## config.mk

```make
export PLATFORM = sky130hd
export DESIGN_NAME = fft_frame_ctrl
export DESIGN_NICKNAME = d
export VERILOG_FILES = /design/src/rtl/fft_ctrl_pkg.sv /design/src/rtl/fft_peak_scan.sv /design/src/rtl/fft_frame_ctrl.sv
export SDC_FILE = /design/constraint.sdc
export NUM_CORES = 1
export LEC_CHECK = 0
export ABC_AREA = 1
export CORE_MARGIN = 4
export CORE_UTILIZATION = 51
export CTS_CLUSTER_SIZE = 40
export DETAILED_ROUTE_END_ITERATION = 16
export PLACE_DENSITY = 0.8
export SYNTH_ARGS = -nofsm -noshare
export SYNTH_HDL_FRONTEND = slang
export SYNTH_HIERARCHICAL = 1
export SYNTH_SLANG_ARGS = --single-unit
```

## constraint.sdc

```tcl
create_clock -name clk -period 2 [get_ports clk]
set_input_delay 0.4 -clock clk [delete_from_list [all_inputs] [get_ports clk]]
set_output_delay 0.4 -clock clk [all_outputs]
set_load 0.005 [all_outputs]
```

## src/rtl/fft_ctrl_pkg.sv

```systemverilog
// Shared types and helpers for the FFT frame controller.
//   fsm_state_t : output-frame sequencer states
//   abs_sum     : |re| + |im| of two signed components, exact (no saturation)
//   gray        : binary-reflected Gray code
//   n_bins      : transform length for a given log2 size
// Helpers work on FN_W-bit operands; callers size-cast in and out so one
// definition serves every parameterisation up to FN_W bits per component.
package fft_ctrl_pkg;

  localparam int unsigned FN_W = 32;

  typedef enum logic {
    WAIT_SYNC = 1'b0,
    SCAN      = 1'b1
  } fsm_state_t;

  function automatic int unsigned n_bins(input int unsigned lgn);
    return 1 << lgn;
  endfunction

  // One extra result bit keeps |-2^(FN_W-1)| and the sum of two such values exact.
  function automatic logic [FN_W:0] abs_sum(input logic signed [FN_W-1:0] re,
                                            input logic signed [FN_W-1:0] im);
    logic [FN_W:0] ext_re;
    logic [FN_W:0] ext_im;
    logic [FN_W:0] abs_re;
    logic [FN_W:0] abs_im;
    ext_re = {re[FN_W-1], re};
    ext_im = {im[FN_W-1], im};
    abs_re = re[FN_W-1] ? -ext_re : ext_re;
    abs_im = im[FN_W-1] ? -ext_im : ext_im;
    return abs_re + abs_im;
  endfunction

  function automatic logic [FN_W-1:0] gray(input logic [FN_W-1:0] x);
    return x ^ (x >> 1);
  endfunction

endpackage

```

## src/rtl/fft_peak_scan.sv

```systemverilog
// Peak search over one FFT output frame.
//   clk, rst    : clock, asynchronous active-high reset
//   start       : ce-qualified sync; current result is bin 0 of a new frame
//   step        : ce-qualified non-sync sample while scanning
//   result      : {re, im} core output
//   last        : the sample being presented now is bin N-1
//   nxt_mag/bin : best magnitude/index including the current sample
// Build option FFT_PEAK_HOLD_EN: best values are never reloaded at bin 0,
// so they track the maximum over every scanned sample since reset.
module fft_peak_scan
  import fft_ctrl_pkg::*;
#(
  parameter int unsigned OW  = 16,
  parameter int unsigned LGN = 10
) (
  input  logic              clk,
  input  logic              rst,
  input  logic              start,
  input  logic              step,
  input  logic [2*OW-1:0]   result,
  output logic              last,
  output logic [OW:0]       nxt_mag,
  output logic [LGN-1:0]    nxt_bin
);

  localparam int unsigned N = n_bins(LGN);
  localparam logic [LGN-1:0] LAST_BIN = LGN'(N - 1);

  logic [OW:0]    best_mag;
  logic [LGN-1:0] best_bin;
  logic [LGN-1:0] bin_idx;
  logic [OW:0]    mag;
  logic           better;
`ifdef FFT_PEAK_HOLD_EN
  logic [LGN-1:0] cur_bin;
`endif

  always_comb begin
    mag = (OW+1)'(abs_sum(FN_W'($signed(result[2*OW-1:OW])),
                          FN_W'($signed(result[OW-1:0]))));
    better  = (mag > best_mag);
    nxt_mag = best_mag;
    nxt_bin = best_bin;
`ifdef FFT_PEAK_HOLD_EN
    cur_bin = start ? '0 : bin_idx;
    if ((start || step) && better) begin
      nxt_mag = mag;
      nxt_bin = cur_bin;
    end
`else
    if (start) begin
      nxt_mag = mag;
      nxt_bin = '0;
    end else if (step && better) begin
      nxt_mag = mag;
      nxt_bin = bin_idx;
    end
`endif
  end

  assign last = (bin_idx == LAST_BIN);

  always_ff @(posedge clk or posedge rst) begin
    if (rst) begin
      best_mag <= '0;
      best_bin <= '0;
      bin_idx  <= '0;
    end else begin
      if (start || step) begin
        best_mag <= nxt_mag;
        best_bin <= nxt_bin;
      end
      if (start) begin
        bin_idx <= LGN'(1);
      end else if (step) begin
        bin_idx <= bin_idx + LGN'(1);
      end
    end
  end

endmodule

```

## src/rtl/fft_frame_ctrl.sv

```systemverilog
// Streaming front/back-end for the pipelined FFT core.
//   clk, rst            : clock, asynchronous active-high reset
//   s_valid/s_ready     : input sample handshake (no backpressure once out of reset)
//   s_data              : {re, im} input sample
//   fft_ce, fft_sample  : core clock enable and sample, combinational from input
//   fft_result,fft_sync : core output and bin-0 marker, qualified by fft_ce
//   peak_valid          : one-cycle pulse after the last bin of a complete frame
//   peak_bin, peak_mag  : peak index/magnitude, held until the next report
//   frame_cnt           : completed frames, wraps modulo 2^CW
//   sync_err            : sticky, set when sync arrives mid-frame
//   led                 : Gray code of frame_cnt[LEDW-1:0], one cycle behind
// Build option FFT_PEAK_HOLD_EN: peak tracks the maximum since reset.
module fft_frame_ctrl
  import fft_ctrl_pkg::*;
#(
  parameter int unsigned IW   = 12,
  parameter int unsigned OW   = 16,
  parameter int unsigned LGN  = 10,
  parameter int unsigned CW   = 16,
  parameter int unsigned LEDW = 8
) (
  input  logic              clk,
  input  logic              rst,
  input  logic              s_valid,
  output logic              s_ready,
  input  logic [2*IW-1:0]   s_data,
  output logic              fft_ce,
  output logic [2*IW-1:0]   fft_sample,
  input  logic [2*OW-1:0]   fft_result,
  input  logic              fft_sync,
  output logic              peak_valid,
  output logic [LGN-1:0]    peak_bin,
  output logic [OW:0]       peak_mag,
  output logic [CW-1:0]     frame_cnt,
  output logic              sync_err,
  output logic [LEDW-1:0]   led
);

  fsm_state_t     state;
  logic           start;
  logic           step;
  logic           last;
  logic [OW:0]    nxt_mag;
  logic [LGN-1:0] nxt_bin;

  assign fft_ce     = s_valid & s_ready;
  assign fft_sample = s_data;

  // A qualified sync always opens a new frame, whether idle, mid-frame
  // (error + restart) or on the cycle right after a frame completed.
  assign start = fft_ce & fft_sync;
  assign step  = fft_ce & ~fft_sync & (state == SCAN);

  fft_peak_scan #(
    .OW  (OW),
    .LGN (LGN)
  ) u_scan (
    .clk     (clk),
    .rst     (rst),
    .start   (start),
    .step    (step),
    .result  (fft_result),
    .last    (last),
    .nxt_mag (nxt_mag),
    .nxt_bin (nxt_bin)
  );

  always_ff @(posedge clk or posedge rst) begin
    if (rst) begin
      state      <= WAIT_SYNC;
      s_ready    <= 1'b0;
      peak_valid <= 1'b0;
      peak_bin   <= '0;
      peak_mag   <= '0;
      frame_cnt  <= '0;
      sync_err   <= 1'b0;
      led        <= '0;
    end else begin
      s_ready    <= 1'b1;
      peak_valid <= 1'b0;
      led        <= LEDW'(gray(FN_W'(frame_cnt[LEDW-1:0])));
      if (start) begin
        if (state == SCAN) begin
          sync_err <= 1'b1;
        end
        state <= SCAN;
      end else if (step && last) begin
        peak_valid <= 1'b1;
        peak_bin   <= nxt_bin;
        peak_mag   <= nxt_mag;
        frame_cnt  <= frame_cnt + CW'(1);
        state      <= WAIT_SYNC;
      end
    end
  end

endmodule

```

==> results of run 1 <==
## area by class of cell
class,count,area [um^2],share of cell area
multi-input cells,620,4110,0.433
inverters,97,387,0.0407
well taps,143,179,0.0188
clock buffers,10,239,0.0252
repair buffers,246,2190,0.231
flip-flops and latches,92,2300,0.243
clock inverters,6,86.3,0.00909
## sequential cells by signal, summed over array words and instances (netlist names)
name	flops
state	1
peak_valid	1
u_scan/best_bin	10
u_scan/bin_idx	10
s_ready	1
u_scan/best_mag	17
frame_cnt	16
led	8
sync_err	1
peak_bin	10
peak_mag	17
## routing by layer
| layer | vias to the layer above | wire length [um] |
|---|---|---|
| met1 | 3354 | 8430 |
| met3 | 178 | 2050 |
| met4 | 0 | 1540 |
| met5 | - | 0 |
| li1 | 3111 | - |
| met2 | 560 | 11200 |
## worst max-delay path: cells and delay by family
| family | cells | cell delay, ns |
|---|---|---|
| AOI/OAI and AO/OA | 1 | 0.30 |
| buffers and inverters | 8 | 0.75 |
| adders and majority gates | 3 | 0.77 |
| and+or+nand+nor | 18 | 2.10 |
| xor gates and xnor gates | 1 | 0.20 |
## power groups by stage
stage          sequential [mW]  clock [mW]  combinational [mW]
2_1_floorplan             2.24           0                1.78
3_3_place_gp              2.26           0                2.53
3_5_place_dp              2.26           0                2.63
4_1_cts                   2.28        1.87                3.09
5_1_grt                   2.38        1.99                4.82
6_report                  2.36        1.90                4.54
## path summary, 6_finish.rpt
check                                           to  slack (ns)  cells past startpoint
worst min-delay path                        led[6]        0.34                      2
worst max-delay path                   peak_mag[0]       -2.30                     31
worst min register to register              led[7]        0.47                      0
min in group clk                            led[7]        0.47                      0
worst max register to register         peak_bin[0]       -0.44                     12
max in group asynchronous       u_scan/best_bin[6]        1.05                      3
## cell families after synthesis
family | Yosys count
AO/OA/AOI/OAI | 74
XOR/XNOR | 40
adder cells (fa/ha/maj) | 44
buffers and inverters | 139
flip-flops | 92
other | 1
AND/OR/NAND/NOR | 459
## repair_timing
item                       CTS  global route
gates resized for setup    114           133
setup endpoints to repair   56            66
buffers inserted            36             7
cloned                       0             6
pin swaps                   74            47
## placed cells by master, fill, tap and decap left out, types with 5 or more instances in the layout
cell / Yosys / routed
a21oi_1: 42 / 22
o21ai_0: 21 / 16
buf_6: 2 / 7
buf_4: 26 / 141
clkdlybuf4s50_1: 0 / 71
ha_1: 43 / 34
nand3_1: 54 / 22
nor3_1: 13 / 5
nand4_1: 12 / 12
ha_4: 0 / 9
nand2_4: 2 / 7
nand2_2: 0 / 48
dlygate4sd2_1: 0 / 8
nor2_1: 62 / 43
inv_2: 2 / 13
dfrtp_1: 92 / 92
xnor2_1: 15 / 15
nand2_1: 301 / 247
nor2_2: 2 / 18
nand3_2: 1 / 24
a21oi_2: 0 / 12
clkbuf_16: 0 / 12
nand3_4: 1 / 11
nor3_2: 1 / 5
xor2_1: 25 / 21
inv_1: 94 / 81
clkdlybuf4s15_1: 0 / 5
a21oi_4: 0 / 8
## through the flow
step | hold slack [ns] | setup WS [ns]
floorplan | 0.451 | -1.54
global placement | 0.467 | -2.54
detailed placement | 0.469 | -2.62
CTS | 0.349 | -1.61
global route | 0.395 | -2.45
finish | 0.339 | -2.30
==> flow_metrics.env, run 1 <==
export IMPL_status="finished with violations"
export IMPL_violations="setup timing"
export IMPL_fp_dieH_um=118
export IMPL_fin_util=0.817
export IMPL_cts_tree="yes"
export IMPL_switching_share=0.403
export IMPL_avgRoutedWirePerCell_um=19.1
export IMPL_grt_ovfl_total=0
export IMPL_layout_nets=1170
export IMPL_period_share=2.15
export IMPL_max_freq_mhz=232
export IMPL_fin_skew_ns=0.00940
export IMPL_cts_buffer_depth=2
export IMPL_vdd_ir_drop_worst_uv=708
export IMPL_yosysUniqueCellTypes=36
export IMPL_pin_count=139
export IMPL_synthSimpleGateAreaFrac=0.311
export IMPL_combPwrFrac=0.516
export IMPL_clock_sinks=92
export IMPL_start_util=0.531
export IMPL_path_clk_slew_ns=0.06
export IMPL_syn_area_um2=6170
export IMPL_num_antenna_cells=0
export IMPL_via_per_inst=5.93
export IMPL_gp_congestion=0.910
export IMPL_cp_startpoint="fft_result[16]"
export IMPL_cts_htree_levels=3
export IMPL_antenna_found_initial=0
export IMPL_ys_top_cells_by_count="nand2_1 (301), inv_1 (94), dfrtp_1 (92)"
export IMPL_fp_dieW_um=118
export IMPL_core_area_um2=11600
export IMPL_grt_pass1_vias=6422
export IMPL_drtIter0Drc=966
export IMPL_fin_crit_ns=4.30
export IMPL_slowest_delay_ns=0.34
export IMPL_vias=7203
export IMPL_synth_warning_count=6
export IMPL_busiest_layer="met2"
export IMPL_syn_avg_cell_area_um2=7.27
export IMPL_switching_power_mw=3.55
export IMPL_reg2reg_from="u_scan/best_mag[4]"
export IMPL_drt_pass1_iterations=7
export IMPL_setup_ws_ns=-2.30
export IMPL_rsz0062_at_grt="yes"
export IMPL_ys_async_sr_fraction=1.00
export IMPL_synth_adder_area_share=0.0904
export IMPL_p_clk_frac=0.216
export IMPL_startpoint_type="input pin"
export IMPL_relSlewSlack=0.635
export IMPL_cts_made_buffers=9
export IMPL_holdBufCountCts=0
export IMPL_fillerInstances=617
export IMPL_routed_wl_mm=23.2
export IMPL_synth_top_area_frac=0.373
export IMPL_final_cell_area_um2=9490
export IMPL_root_buffer="clkbuf_16"
export IMPL_synth_ff_type="dfrtp_1"
export IMPL_synthTopCellsByArea="dfrtp_1 (37%), nand2_1 (18%), ha_1 (8.7%), inv_1 (5.7%), nand3_1 (4.4%)"
export IMPL_power_density_nw_per_um2=926
export IMPL_path_max_fanout=7
export IMPL_hold_viol=0
export IMPL_yosysMostFrequentCell="nand2_1"
export IMPL_use_met1=0.309
export IMPL_area_growth_pct=53.8
export IMPL_slowest_stage="ha_1"
export IMPL_synth_top_family_by_area="simple AND/OR/NAND/NOR gates"
export IMPL_critPathRequiredTime_ns=2.24
export IMPL_yosys_area_share_xor_xnor=0.0568
export IMPL_grt_usage=0.255
export IMPL_insertion_delay_ns=0.36
export IMPL_dpl_cell_area_um2=7900
export IMPL_leakagePower_nw=4.86
export IMPL_seq_area_frac_synth=0.373
export IMPL_ant_nets=0
export IMPL_drive_gt1_frac=0.331
export IMPL_hold_class="input pin to asynchronous set/reset pin"
export IMPL_grtUsageMet2=0.440
export IMPL_worst_pin_slew_ns=0.548
export IMPL_worstSetupPathType="input pin to flop"
export IMPL_p_int_mw=5.25
export IMPL_setup_violations=67
export IMPL_slew_violations=0
export IMPL_setup_total_negative_slack_ns=-118.37
export IMPL_dp_cells=1149
export IMPL_grt_max_degree=47
export IMPL_p_seq_frac=0.268
export IMPL_synth_nets=953
export IMPL_rows=39
export IMPL_port_buffers=90
export IMPL_drc=0
export IMPL_crit_path_end_kind="flop"
export IMPL_ys_seq_elements=92
export IMPL_grt_pass1_wl_mm=29.6
export IMPL_crit_arrival_ns=4.54
export IMPL_synth_compound_area_share=0.0641
export IMPL_synth_cells=849
export IMPL_max_cap_violations=0
export IMPL_synthMuxAreaShare=0
export IMPL_power_mw=8.79
export IMPL_synth_area_leader_cell="dfrtp_1"
export IMPL_finalNonFillerCells=1214
export IMPL_synth_edff_count=0
export IMPL_grt_util_met3=0.0505
export IMPL_crit_top_cell="nand2_1"
export IMPL_hpwl_mm=12.1
export IMPL_die_area_um2=13900
No activity file was read; power rests on OpenSTA's default activity.
==> inputs of run 2 (changes only) <==
Settings changed: CORE_MARGIN 4 to 8.
==> run 2 against run 1 <==
The flow still finishes with violations (setup timing). Utilization shrank 1.7 points. Die area up 14%. Worst hold slack better by 0.13 ns. Fmax shrank 1.7%. First-iteration DRC count increased by 1.2%. Worst setup slack worse by 0.076 ns. Largest cell class unchanged. Highest routed layer unchanged.
==> flow_metrics.env, run 2 (synthesis results as in run 1) <==
export IMPL_status="finished with violations"
export IMPL_violations="setup timing"
export IMPL_ant_nets=0
export IMPL_hold_class="input pin to asynchronous set/reset pin"
export IMPL_grt_pass1_vias=6448
export IMPL_fp_dieW_um=126
export IMPL_avgRoutedWirePerCell_um=21.8
export IMPL_final_cell_mix="nand2_1 (250), buf_4 (127), dfrtp_1 (92), inv_1 (80), clkdlybuf4s50_1 (70)"
export IMPL_rows=40
export IMPL_routed_wl_mm=26.4
export IMPL_cts_made_buffers=9
export IMPL_max_freq_mhz=228
export IMPL_grt_usage=0.230
export IMPL_fillerInstances=619
export IMPL_core_area_um2=11900
export IMPL_num_antenna_cells=0
export IMPL_crit_arrival_ns=4.62
export IMPL_fin_skew_ns=0.00534
export IMPL_period_share=2.19
export IMPL_rsz0062_at_grt="yes"
export IMPL_switching_power_mw=3.86
export IMPL_startpoint_type="input pin"
export IMPL_cts_tree="yes"
export IMPL_area_growth_pct=54.4
export IMPL_via_per_inst=6.10
export IMPL_leakagePower_nw=4.91
export IMPL_insertion_delay_ns=0.35
export IMPL_cts_buffer_depth=2
export IMPL_setup_violations=54
export IMPL_hpwl_mm=12.1
export IMPL_p_seq_frac=0.255
export IMPL_worst_pin_slew_ns=0.626
export IMPL_p_int_mw=5.45
export IMPL_slowest_stage="ha_1"
export IMPL_drc=0
export IMPL_worstSetupPathType="input pin to flop"
export IMPL_root_buffer="clkbuf_16"
export IMPL_grt_ovfl_total=0
export IMPL_max_cap_violations=0
export IMPL_setup_total_negative_slack_ns=-119.83
export IMPL_multi_input_area_um2=4110
export IMPL_drtIter0Drc=978
export IMPL_slew_violations=0
export IMPL_slowest_delay_ns=0.41
export IMPL_dp_slack_ns=-2.51
export IMPL_layout_nets=1165
export IMPL_die_area_um2=15900
export IMPL_start_util=0.518
export IMPL_cts_htree_levels=3
export IMPL_power_density_nw_per_um2=976
export IMPL_drt_pass1_iterations=7
export IMPL_switching_share=0.415
export IMPL_critPathRequiredTime_ns=2.24
export IMPL_seq_area_um2=2300
export IMPL_setup_ws_ns=-2.38
export IMPL_port_buffers=90
export IMPL_drive_gt1_frac=0.329
export IMPL_antenna_found_initial=0
export IMPL_fp_dieH_um=126
export IMPL_layout_commonest_cell="nand2_1"
export IMPL_clock_sinks=92
export IMPL_vdd_ir_drop_worst_uv=641
export IMPL_reg_top3="peak_mag: 17 flops, u_scan/best_mag: 17 flops, frame_cnt: 16 flops"
export IMPL_grt_pass1_wl_mm=30.3
export IMPL_hold_viol=0
export IMPL_pin_count=139
export IMPL_combPwrFrac=0.532
export IMPL_path_max_fanout=8
export IMPL_path_clk_slew_ns=0.07
export IMPL_crit_path_end_kind="flop"
export IMPL_grt_max_degree=56
export IMPL_vias=7383
export IMPL_p_clk_frac=0.212
export IMPL_relSlewSlack=0.581
export IMPL_fin_crit_ns=4.38
export IMPL_gp_congestion=0.919
export IMPL_crit_top_cell="nand2_1"
run 2: changes by cell type in the layout (fill, tap and decap cells not counted), moves of 4 or more:
cell,before,now
buf_2,4,0
buf_4,141,127
dlymetal6s2s_1,0,7
clkbuf_2,0,4
a21oi_4,8,3
buf_6,7,17
ha_1,34,30
nand2_2,48,44
run 2: metrics by stage:
stage / hold WS, ns / util / power, mW / instance area [um^2] / cells
floorplan: 0.451 / - / 4.02 / 6260 / 849
global placement: 0.463 / 0.674 / 4.96 / 8030 / 1166
detailed placement: 0.468 / 0.674 / 5.04 / 8030 / 1166
CTS: 0.472 / 0.735 / 7.41 / 8760 / 1198
global route: 0.499 / 0.800 / 9.61 / 9530 / 1211
finish: 0.473 / 0.800 / 9.30 / 9530 / 1211
run 2: worst paths after layout:
path | from | to | slack, ns | cells past startpoint
max in group asynchronous | rst | u_scan/best_bin[5] | 1.07 | 3
worst min register to register | peak_mag[2] | peak_mag[2] | 0.48 | 2
worst max-delay path | fft_result[0] | peak_mag[8] | -2.38 | 30
worst min-delay path | rst | peak_mag[10] | 0.47 | 3
worst max register to register | u_scan/best_mag[3] | peak_mag[8] | -0.77 | 13
min in group clk | peak_mag[2] | peak_mag[2] | 0.48 | 2
run 2: critical path, delay by kind of cell:
kind	cells	cell delay, ns
buffers and inverters	4	0.47
AOI/OAI and AO/OA	2	0.19
and+or+nand+nor	21	2.75
adders and majority gates	2	0.63
xor gates and xnor gates	1	0.16
run 2: layer usage:
metal,track usage,part of all wire
met1,0.261,0.36
met2,0.396,0.47
met3,0.0443,0.10
met4,0.132,0.067
met5,0,0
run 2: what timing repair did:
item                       4_1_cts  5_1_grt
gates resized for setup         79      165
setup endpoints to repair       55       73
buffers inserted                23       12
pin swaps                       63       92
hold buffers                     0        0
gates cloned                     2        2
run 2: area by class of cell:
cell class,count,area share
inverter,97,0.0406
multi-input combinational,619,0.431
clock inverter,4,0.0104
clock buffer,10,0.0251
tap,147,0.0193
timing repair buffer,242,0.232
sequential,92,0.242
run 2: power groups by stage:
| stage | Combinational (mW) | Sequential, mW | Clock [mW] |
|---|---|---|---|
| 5_1_grt | 5.16 | 2.39 | 2.06 |
| 2_1_floorplan | 1.78 | 2.24 | 0 |
| 3_3_place_gp | 2.69 | 2.27 | 0 |
| 4_1_cts | 3.18 | 2.27 | 1.96 |
| 6_report | 4.95 | 2.37 | 1.98 |
| 3_5_place_dp | 2.78 | 2.27 | 0 |
==> inputs of run 3 (changes only) <==
Settings changed: CORE_UTILIZATION 51 to 47, HOLD_SLACK_MARGIN set to 0.06, PLACE_DENSITY 0.8 to 0.77.
Clock period 2 ns to 3.8 ns, I/O delays scaled along.
==> run 3 against run 2 <==
The run still ends with setup timing left. Worst setup slack gained 2.1 ns. Routed wire length decreased by 34%. Clock power decreased by 55%. Non-clock buffer count fell by 10. Sequential cell count did not move. Combinational power fell by 60%. Via count fell by 15%. Critical path depth increased by 1. Worst hold slack got worse by 0.0093 ns. Largest cell class unchanged. Highest routed layer unchanged.
==> flow_metrics.env, run 3 (synthesis results as in run 1) <==
export IMPL_area_growth_pct=48.2
export IMPL_ant_nets=0
export IMPL_slowest_delay_ns=0.38
export IMPL_fin_skew_ns=0.00868
export IMPL_hold_viol=0
export IMPL_crit_path_end_kind="flop"
export IMPL_gp_congestion=0.904
export IMPL_port_buffers=90
export IMPL_routed_wl_mm=17.4
export IMPL_max_cap_violations=0
export IMPL_grt_pass1_wl_mm=27.1
export IMPL_grt_usage=0.195
export IMPL_hpwl_mm=11.9
export IMPL_vias=6306
export IMPL_p_clk_frac=0.219
export IMPL_combPwrFrac=0.486
export IMPL_hold_class="flop to flop"
export IMPL_cts_made_buffers=9
export IMPL_reg2reg_from="u_scan/bin_idx[1]"
export IMPL_rr_worst_depth=10
export IMPL_num_antenna_cells=0
export IMPL_violations="setup timing"
export IMPL_worstSetupPathType="input pin to flop"
export IMPL_startpoint_type="input pin"
export IMPL_rows=42
export IMPL_reg_top3="peak_mag: 17 flops, u_scan/best_mag: 17 flops, frame_cnt: 16 flops"
export IMPL_vdd_ir_drop_worst_uv=246
export IMPL_fin_crit_ns=4.09
export IMPL_final_cell_mix="nand2_1 (255), buf_4 (130), dfrtp_1 (92), inv_1 (78), clkdlybuf4s50_1 (72)"
export IMPL_crit_top_cell="nand2_1"
export IMPL_leakagePower_nw=4.73
export IMPL_dpl_cell_area_um2=7980
export IMPL_power_density_nw_per_um2=446
export IMPL_finalNonFillerCells=1232
export IMPL_crit_arrival_ns=4.31
export IMPL_drive_gt1_frac=0.306
export IMPL_crit_end="peak_mag[5]"
export IMPL_cts_htree_levels=3
export IMPL_setup_violations=54
export IMPL_start_util=0.474
export IMPL_fp_dieW_um=131
export IMPL_r2r_end="peak_mag[5]"
export IMPL_rsz0062_at_grt="yes"
export IMPL_worst_pin_slew_ns=0.703
export IMPL_dp_slack_ns=-1.16
export IMPL_drc=0
export IMPL_critPathRequiredTime_ns=4.02
export IMPL_grt_pass1_vias=6110
export IMPL_root_buffer="clkbuf_16"
export IMPL_switching_share=0.369
export IMPL_p_int_mw=2.57
export IMPL_die_area_um2=17100
export IMPL_period_share=1.08
export IMPL_clock_sinks=92
export IMPL_cts_buffer_depth=2
export IMPL_switching_power_mw=1.51
export IMPL_cts_tree="yes"
export IMPL_fp_dieH_um=131
export IMPL_drt_pass1_iterations=5
export IMPL_cp_startpoint="fft_result[17]"
export IMPL_slowest_stage="ha_1"
export IMPL_max_freq_mhz=245
export IMPL_avgRoutedWirePerCell_um=14.1
export IMPL_path_clk_slew_ns=0.06
export IMPL_p_seq_frac=0.295
export IMPL_pin_count=139
export IMPL_dp_cells=1186
export IMPL_slew_violations=0
export IMPL_path_max_fanout=6
export IMPL_rrSetupSlack_ns=1.33
export IMPL_status="finished with violations"
export IMPL_drtIter0Drc=449
export IMPL_grt_ovfl_total=0
export IMPL_antenna_found_initial=0
export IMPL_insertion_delay_ns=0.34
export IMPL_setup_total_negative_slack_ns=-11.42
export IMPL_final_cell_area_um2=9150
export IMPL_core_area_um2=13000
export IMPL_grt_max_degree=38
export IMPL_relSlewSlack=0.530
export IMPL_via_per_inst=5.12
export IMPL_layout_commonest_cell="nand2_1"
export IMPL_power_mw=4.08
export IMPL_setup_ws_ns=-0.289
export IMPL_layout_nets=1155
export IMPL_holdBufCountCts=0
run 3: repair_timing:
item,in CTS,in global routing
gates cloned,1,1
gates resized for setup,61,143
buffers inserted,17,11
setup endpoints to repair,54,54
pin swaps,50,69
run 3: worst min-delay path by stage:
stage / from / endpoint / cells past startpoint
after floorplan: sync_err / sync_err / 1
after global placement: sync_err / sync_err / 1
after detailed placement: sync_err / sync_err / 1
after CTS: sync_err / sync_err / 1
after global routing: peak_mag[3] / peak_mag[3] / 2
final: sync_err / sync_err / 1
run 3: cell type report:
type	count	area (um^2)
clock buffer	9	225
fill	1009	3880
tap	176	220
inverter	97	389
clock inverter	7	75.1
timing repair buffer	232	2020
multi-input combinational	619	3910
sequential	92	2300
run 3: power by group through the flow:
stage | combinational (mW) | sequential [mW] | clock (mW)
2_1_floorplan | 0.939 | 1.18 | 0
3_3_place_gp | 1.45 | 1.20 | 0
3_5_place_dp | 1.50 | 1.20 | 0
4_1_cts | 1.61 | 1.19 | 0.905
5_1_grt | 2.20 | 1.21 | 0.950
6_report | 1.98 | 1.20 | 0.892
run 3: layer usage:
metal  track usage  share of wire  up-vias
met4        0.0621          0.026        0
met5             0              0        -
met2         0.350           0.51      215
li1              -              -     3072
met1         0.230           0.40     2984
met3        0.0341          0.059       35
run 3: per-stage QoR:
| step | util | hold WS, ns |
|---|---|---|
| after global routing | 0.702 | 0.502 |
| after CTS | 0.655 | 0.465 |
| after detailed placement | 0.612 | 0.452 |
| after global placement | 0.612 | 0.440 |
| after floorplan | - | 0.451 |
| final | 0.702 | 0.464 |
run 3: critical path: cells and delay by family:
family	cells	cell delay, ns
xor gates and xnor gates	1	0.14
adders and majority gates	3	0.79
buffers and inverters	6	0.49
and+or+nand+nor	21	2.11
